[src/rtl/sccb_write_master.sv]
// SCCB 3-phase write engine (device ID, sub-address, data) answering the oCall/oData/iDone handshake.
// Define SCCB_ACK_CHECK_EN to sample the ACK slot and abort to STOP on NACK (oErr set).
module sccb_write_master #(
    parameter int          CLK_FREQ  = 50_000_000,
    parameter int          SCCB_FREQ = 100_000,
    parameter logic [7:0]  DEV_ID    = 8'h42
) (
    input  logic        clk,
    input  logic        rst_n,
    input  logic        iCall,
    input  logic [15:0] iData,
    output logic        oDone,
    output logic        oErr,
    output logic        sioc,
    output logic        siod_o,
    output logic        siod_oe,
    input  logic        siod_i
);

    localparam int QDIV = CLK_FREQ / (SCCB_FREQ * 4);
    localparam int QW   = (QDIV > 1) ? $clog2(QDIV) : 1;
    localparam logic [QW-1:0] QLAST = QW'(QDIV - 1);

    typedef enum logic [2:0] {
        S_IDLE,
        S_START,
        S_BYTE,
        S_STOP,
        S_DONE,
        S_RELEASE
    } state_t;

    state_t      state_q;
    logic [QW-1:0] qcnt_q;
    logic [1:0]  quarter_q;
    logic [3:0]  bit_q;
    logic [1:0]  byte_q;
    logic [23:0] sh_q;
    logic        err_q;
    logic        sioc_q, siod_q, oe_q, done_q;
    logic        sioc_d, siod_d, oe_d, done_d;
    logic        qtick;
    logic        nack;

    assign qtick = (qcnt_q == QLAST);

`ifdef SCCB_ACK_CHECK_EN
    assign nack = (state_q == S_BYTE) && (bit_q == 4'd8) && (quarter_q == 2'd2)
                  && qtick && siod_i;
`else
    logic unused_siod;
    assign unused_siod = siod_i;
    assign nack        = 1'b0;
`endif

    // Bus levels for the current quarter; registered below, so the pins lag the FSM by one clk.
    always_comb begin
        sioc_d = 1'b1;
        siod_d = 1'b1;
        oe_d   = 1'b1;
        done_d = (state_q == S_DONE);
        case (state_q)
            S_START: begin
                sioc_d = (quarter_q != 2'd3);
                siod_d = (quarter_q == 2'd0);
            end
            S_BYTE: begin
                sioc_d = (quarter_q == 2'd1) || (quarter_q == 2'd2);
                siod_d = (bit_q == 4'd8) ? 1'b1 : sh_q[23];
                oe_d   = (bit_q != 4'd8);
            end
            S_STOP: begin
                sioc_d = (quarter_q != 2'd0);
                siod_d = quarter_q[1];
            end
            default: ;
        endcase
    end

    always_ff @(posedge clk or negedge rst_n) begin
        if (!rst_n) begin
            state_q   <= S_IDLE;
            qcnt_q    <= '0;
            quarter_q <= '0;
            bit_q     <= '0;
            byte_q    <= '0;
            sh_q      <= '0;
            err_q     <= 1'b0;
            sioc_q    <= 1'b1;
            siod_q    <= 1'b1;
            oe_q      <= 1'b1;
            done_q    <= 1'b0;
        end else begin
            sioc_q <= sioc_d;
            siod_q <= siod_d;
            oe_q   <= oe_d;
            done_q <= done_d;
            if (nack) begin
                err_q <= 1'b1;
            end
            case (state_q)
                S_IDLE: begin
                    if (iCall) begin
                        sh_q    <= {DEV_ID, iData};
                        err_q   <= 1'b0;
                        state_q <= S_START;
                    end
                end
                S_START, S_BYTE, S_STOP: begin
                    qcnt_q <= qtick ? '0 : qcnt_q + QW'(1);
                    if (qtick) begin
                        quarter_q <= quarter_q + 2'd1;
                        if (quarter_q == 2'd3) begin
                            case (state_q)
                                S_START: state_q <= S_BYTE;
                                S_STOP:  state_q <= S_DONE;
                                default: begin
                                    if (bit_q == 4'd8) begin
                                        bit_q <= '0;
                                        // err_q was set one quarter earlier when the slave NACKed.
                                        if (byte_q == 2'd2 || err_q) begin
                                            byte_q  <= '0;
                                            state_q <= S_STOP;
                                        end else begin
                                            byte_q <= byte_q + 2'd1;
                                        end
                                    end else begin
                                        bit_q <= bit_q + 4'd1;
                                        sh_q  <= {sh_q[22:0], 1'b0};
                                    end
                                end
                            endcase
                        end
                    end
                end
                S_DONE: state_q <= S_RELEASE;
                S_RELEASE: begin
                    // Requester still holds iCall right after oDone; wait for it to drop.
                    if (!iCall) begin
                        state_q <= S_IDLE;
                    end
                end
                default: state_q <= S_IDLE;
            endcase
        end
    end

    assign sioc    = sioc_q;
    assign siod_o  = siod_q;
    assign siod_oe = oe_q;
    assign oDone   = done_q;
    assign oErr    = err_q;

endmodule

[config.mk]
export PLATFORM = sky130hd
export DESIGN_NAME = sccb_write_master
export DESIGN_NICKNAME = d
export VERILOG_FILES = /design/src/rtl/sccb_write_master.sv
export SDC_FILE = /design/constraint.sdc
export NUM_CORES = 1
export LEC_CHECK = 0
export ABC_AREA = 1
export BUFFER_PORTS_ARGS = -buffer_cell sky130_fd_sc_hd__buf_2
export CORE_ASPECT_RATIO = 1.4
export CORE_UTILIZATION = 35
export DETAILED_ROUTE_END_ITERATION = 16
export GPL_ROUTABILITY_DRIVEN = 0
export GPL_TIMING_DRIVEN = 0
export PLACE_DENSITY = 0.49
export SYNTH_ARGS = -nofsm -noshare
export SYNTH_HDL_FRONTEND = slang
export SYNTH_SLANG_ARGS = --single-unit
[constraint.sdc]
create_clock -name clk -period 3.9 [get_ports clk]
set_input_delay 0.39 -clock clk [delete_from_list [all_inputs] [get_ports clk]]
set_output_delay 0.39 -clock clk [all_outputs]
set_load 0.05 [all_outputs]
==> flow_summary.toml, run 1 <==
[timing]
setup_viol = 0
fmax_mhz = 545.8
rsz0062_at_grt = "no"
final-max-slew-violation-count = 0
fin_worst_skew_ns = 0.006947
hold_viol_final = 0
max_slew_margin = 0.2945
fin_ws_ns = 2.068
min_period_ns = 1.832
finalSetupTns_ns = 0
period_share = 0.4697
worstMarginPinSlew_ns = 1.058

[layout]
fin_cells = 459
area_growth_pct = 12.65
layout-drive-gt1-share = 0.1786
nets = 389
utilization = 0.4108
layout_common_cells = "134 x nand2_1, 43 x dfrtp_1, 35 x nand3_1, 28 x inv_1, 28 x buf_2"
diodes = 0
final_common_cell = "nand2_1"

[clock_network]
post_cts_buffers = 0
cts_tree = "done"
cts_inserted_buffers = 5
insertion_delay_ns = 0.30
htree_levels = 2
cts_resized = 0
cts_hold_buf = 0
clock_path_buffers = 2
clk_pin_slew_ns = 0.09
ctsRootBufferMaster = "clkbuf_8"
clock-sinks = 46

[yosys]
synthCells = 334
ys_seq_area_frac = 0.4507
ys_ff_latch = 46
netlist.area_leader.share = 0.4199
syn_avg_cell_area_um2 = 7.672
synth_edf_count = 0
synth_warnings = 0
synth_cell_types = 32
synth-async-reset-ratio = 1.000
yosys.area.top_type = "dfrtp_1"
syn-num-nets = 360
synth_flop_cell = "dfrtp_1"
netlist_top_cells_area = "dfrtp_1 42%, nand2_1 20%, nand3_1 6.8%"
synth_area_um2 = 2562

[run]
maxCapViolCount = 0

[setup_path]
worstPathArrival_ns = 2.03
rrSetupSlack_ns = 2.07
cp_max_fo = 7
critPathLaunchType = "register"
reg2reg_depth = 9
r2r_start = "qcnt_q[0]"
cp-end-kind = "register"
timing.rr.end = "byte_q[0]"
required_ns = 4.10
crit_type = "register to register"

[grt]
grt_usage = 0.1547
grt_pass1_vias = 1931
grt_max_degree = 47
antenna_found_initial = 0
grt-ovfl-total = 0
grt_pass1_wl_um = 9032

[power_and_ir_drop]
ir_worst_vdd_v = 0.0003152
p_total_uw = 2098
p_per_area_nw_per_um2 = 726.9
power.leakage_uw = 0.001544

[detailed_routing]
ant_nets = 0
num_vias = 2066
routedWlPerCell_um = 11.61
drtPass1Iterations = 4
vias_per_cell = 4.501
drt_iter0_markers = 79
drt-total-wl_um = 5328
drc = 0

[placed_design]
dp.cells = 451
port-buffer-count = 22
dp_slack_ns = 2.055
hpwl_um = 3736

[floorplan]
die_area_um2 = 7672
initial_core_util = 0.3647
fp.dieW_um = 74.32
core_area_um2 = 7027
fp.dieH_um = 103.2
fp-row-count = 36
boundaryPins = 25

[worst_hold_path]
hold_class = "input pin to asynchronous set/reset pin"

[outcome]
outcome = "finished, final reports clean"
[metal layers]
| layer | routed length, µm | GRT usage | up-vias |
|---|---|---|---|
| met4 | 76 | 0.05225 | 0 |
| met2 | 2685 | 0.2727 | 28 |
| met3 | 125 | 0.02326 | 6 |
| met1 | 2440 | 0.1914 | 936 |
| met5 | 0 | 0 | - |
| li1 | - | - | 1096 |
[how the worst max path moves through the flow]
stage               cells after the start  startpoint          to  slack, ns
global placement                        9   qcnt_q[0]   byte_q[1]       2.08
floorplan                              10   qcnt_q[0]    sh_q[13]       2.37
detailed placement                      9   qcnt_q[0]   byte_q[0]       2.05
finish                                  9   qcnt_q[0]   byte_q[0]       2.07
global route                            9    bit_q[0]  state_q[0]       1.83
CTS                                     9   qcnt_q[0]   byte_q[0]       2.04
[sequential cells by signal (all words and copies together), names as in the netlist]
signal     count
quarter_q      2
qcnt_q         7
state_q        3
siod_oe        1
byte_q         2
sh_q          24
bit_q          4
sioc           1
siod_o         1
oDone          1
[worst max-delay path: stages (launching register included)]
cell	delay, ns
dfrtp_1	0.46
inv_1	0.08
ha_1	0.15
nand3_1	0.09
nor2_2	0.30
nand2_1	0.21
inv_1	0.18
nand3_1	0.12
nand2_1	0.08
nand2_1	0.05
[cell usage after synthesis, types with 2 or more instances]
cell,n
o21ai_1,2
nand2_1,134
buf_12,2
nor3_1,2
nor2_1,21
inv_1,28
buf_4,5
ha_1,6
a21oi_1,7
buf_2,6
nor2_2,3
o21ai_0,8
dfrtp_1,43
nand3_2,4
xor2_1,3
o211ai_1,2
or2_2,2
dfstp_2,3
nand3_1,35
nand2_2,2
nor2_4,2
nand4_1,3
nand3b_1,2
[cell families (layout without fill, tap and decap cells)]
logic type | after synthesis | count (layout) | synth area share
buffers and inverters | 44 | 74 | 0.09131
XOR/XNOR | 3 | 3 | 0.01026
AO/OA/AOI/OAI | 21 | 21 | 0.04785
flip-flops | 46 | 46 | 0.4507
adder cells (fa/ha/maj) | 6 | 6 | 0.02930
AND/OR/NAND/NOR | 213 | 213 | 0.3691
other | 1 | 1 | 0.001463
[through the flow]
stage | hold slack (ns) | area, µm²
global route | 0.3673 | 2887
global placement | 0.4504 | 2791
floorplan | 0.09441 | 2562
CTS | 0.3187 | 2887
detailed placement | 0.4573 | 2791
finish | 0.2689 | 2887
[final cells by class]
type	instances	area, µm²
inverter	30	115.1
tap	95	118.9
timing repair buffer	22	110.1
clock inverter	2	12.51
clock buffer	6	82.58
fill	764	4140
multi-input combinational	244	1174
buffer	14	118.9
sequential	46	1155
[where the power goes]
group          internal, µW  switching, µW
clock                   143            172
sequential              645           92.5
combinational           371            675
total                  1160            939
(Power assumes the default switching activity.)
==> inputs of run 2 (changes only) <==
Settings changed: ABC_AREA 1 to 0, PLACE_DENSITY 0.49 to 0.51.
Clock period 3.9 ns to 1.5 ns, I/O delays scaled along.
==> flow_summary.toml, run 2 <==
[setup_path]
path_delay_family = "flip-flops"
critPathSlowestCell = "dfrtp_1"
critPathLaunchType = "register"
crit_type = "register to register"
cpPeakStageDelay_ns = 0.39
cp.buffers_inverters = 3
worstPathArrival_ns = 2.00
required_ns = 1.69
crit_chain = "inv_2 -> ha_4 -> and3_4 -> and2_4 -> a31oi_4 -> buf_12 -> clkbuf_16 -> mux2_4"
cp_max_fo = 7
cp-end-kind = "register"

[placed_design]
port-buffer-count = 22
dp_slack_ns = -0.3520
hpwl_um = 2965

[layout]
nets = 299
largest_register_ffs = 24
fillers = 626
final_common_cell = "dfrtp_1"
top_regs = "sh_q (24), qcnt_q (7), bit_q (4)"
multiInputGateArea_um2 = 1284
seqCellArea_um2 = 1156
layout_common_cells = "42 x dfrtp_1, 27 x buf_4, 22 x buf_2, 19 x mux2_4, 18 x mux2_2"
diodes = 0
layout-drive-gt1-share = 0.5219
largest-register = "sh_q"
utilization = 0.4889
area_growth_pct = 33.44

[timing]
max_slew_margin = 0.2954
setup_viol = 30
final-max-slew-violation-count = 0
fmax_mhz = 553.3
min_period_ns = 1.807
period_share = 1.205
worstMarginPinSlew_ns = 1.057
hold_viol_final = 0
fin_worst_skew_ns = 0.008587
fin_ws_ns = -0.3075
fin_hold_ws_ns = 0.03202
rsz0062_at_grt = "yes"

[detailed_routing]
num_vias = 1721
drtPass1Iterations = 4
drc = 0
drt_iter0_markers = 43
vias_per_cell = 4.702
drt-total-wl_um = 4926
ant_nets = 0
routedWlPerCell_um = 13.46

[yosys]
synth_warnings = 0
synth_edf_count = 0
netlist.area_leader.share = 0.4383
synth_area_um2 = 2455
synth_cell_types = 45
synthMuxAreaShare = 0.2238
ys_ff_latch = 46
yosysMostFrequentCell = "dfrtp_1"
synthCells = 209
synth_top_family_by_area = "multiplexers"
syn_avg_cell_area_um2 = 11.75
synth_fa_ha_area_frac = 0.03058
synth-async-reset-ratio = 1.000
synth_compound_area_frac = 0.07339
synth_flop_cell = "dfrtp_1"
yosys.area.top_type = "dfrtp_1"
yosys.area_share.simple = 0.1320
synth_xor_area_frac = 0.007136
synth_common_cells = "43 x dfrtp_1, 23 x mux2_2, 14 x inv_1, 14 x mux2_4, 14 x nor2_1"
ys_seq_area_frac = 0.4704
syn-num-nets = 235
netlist_top_cells_area = "dfrtp_1 44%, mux2_2 11%, mux2_4 8.6%"

[clock_network]
clock-sinks = 46
cts_hold_buf = 0
insertion_delay_ns = 0.30
htree_levels = 2
clk_pin_slew_ns = 0.09
cts_inserted_buffers = 5
ctsRootBufferMaster = "clkbuf_8"
clock_path_buffers = 2
cts_tree = "done"

[floorplan]
fp.dieH_um = 101.1
die_area_um2 = 7357
initial_core_util = 0.3664
core_area_um2 = 6700
boundaryPins = 25
fp.dieW_um = 72.78
fp-row-count = 35

[outcome]
outcome = "complete, but fails checks"
violations = "negative setup slack"

[grt]
antenna_found_initial = 0
grt-ovfl-total = 0
grt_max_degree = 47
grt_pass1_vias = 1799
grt_usage = 0.1464
grt_pass1_wl_um = 8286

[power_and_ir_drop]
power.leakage_uw = 0.001600
p_total_uw = 5020
p_per_area_nw_per_um2 = 1533
ir_worst_vdd_v = 0.0005166

[run]
maxCapViolCount = 0

[worst_hold_path]
hold_class = "input pin to asynchronous set/reset pin"
==> run 2: repair_timing <==
item	CTS	global route
gates resized for setup	21	33
pin swaps	0	6
gates cloned	2	1
setup endpoints to repair	34	38
buffers inserted	21	13
==> run 2: final cells by class <==
class / count / share of cell area
multi-input combinational: 138 / 0.3919
sequential: 46 / 0.3529
timing repair buffer: 58 / 0.1417
tap: 92 / 0.03514
buffer: 10 / 0.03438
clock buffer: 7 / 0.02636
inverter: 14 / 0.01604
clock inverter: 1 / 0.001528
==> run 2: logic make-up after synthesis <==
| kind of cell | after synthesis |
|---|---|
| and+or+nand+nor | 58 |
| muxes | 45 |
| AOI/OAI and AO/OA | 26 |
| buffers and inverters | 25 |
| DFF | 46 |
| xor gates and xnor gates | 2 |
| other | 1 |
| adders and majority gates | 6 |
==> run 2: report_power, final <==
group          switching [µW]  internal [µW]
Combinational             891           1480
Sequential                228           1630
Clock                     423            373
Total                    1540           3480
==> run 2: per-layer routing <==
metal,wire length [µm],vias to the layer above,GRT usage
met5,0,-,0
met4,78,0,0.05882
met3,137,5,0.03000
met2,2553,22,0.2588
met1,2157,845,0.1704
li1,-,849,-
==> run 2: worst paths after layout <==
check | slack [ns] | depth (start not counted) | to | startpoint
min | 0.03 | 1 | sh_q[7] | rst_n
min reg2reg | 0.50 | 1 | bit_q[3] | bit_q[3]
max in group asynchronous | 0.75 | 1 | state_q[2] | rst_n
max | -0.31 | 8 | sh_q[6] | qcnt_q[0]
max reg2reg | -0.31 | 8 | sh_q[6] | qcnt_q[0]
min in group clk | 0.09 | 3 | sh_q[0] | iData[0]
==> run 2: through the flow <==
stage / instances / area [µm²] / TNS [ns]
2_1_floorplan: 209 / 2476 / -4.158
3_3_place_gp: 323 / 2701 / -7.877
3_5_place_dp: 323 / 2701 / -7.969
4_1_cts: 354 / 3063 / -7.113
5_1_grt: 366 / 3276 / -9.766
6_report: 366 / 3276 / -7.396
==> run 2: worst reg2reg max path: stages, from the launching register on <==
cell and delay, ns:
dfrtp_1 0.39, inv_2 0.06, ha_4 0.17, and3_4 0.18, and2_4 0.14, a31oi_4 0.15
buf_12 0.16, clkbuf_16 0.15, mux2_4 0.29
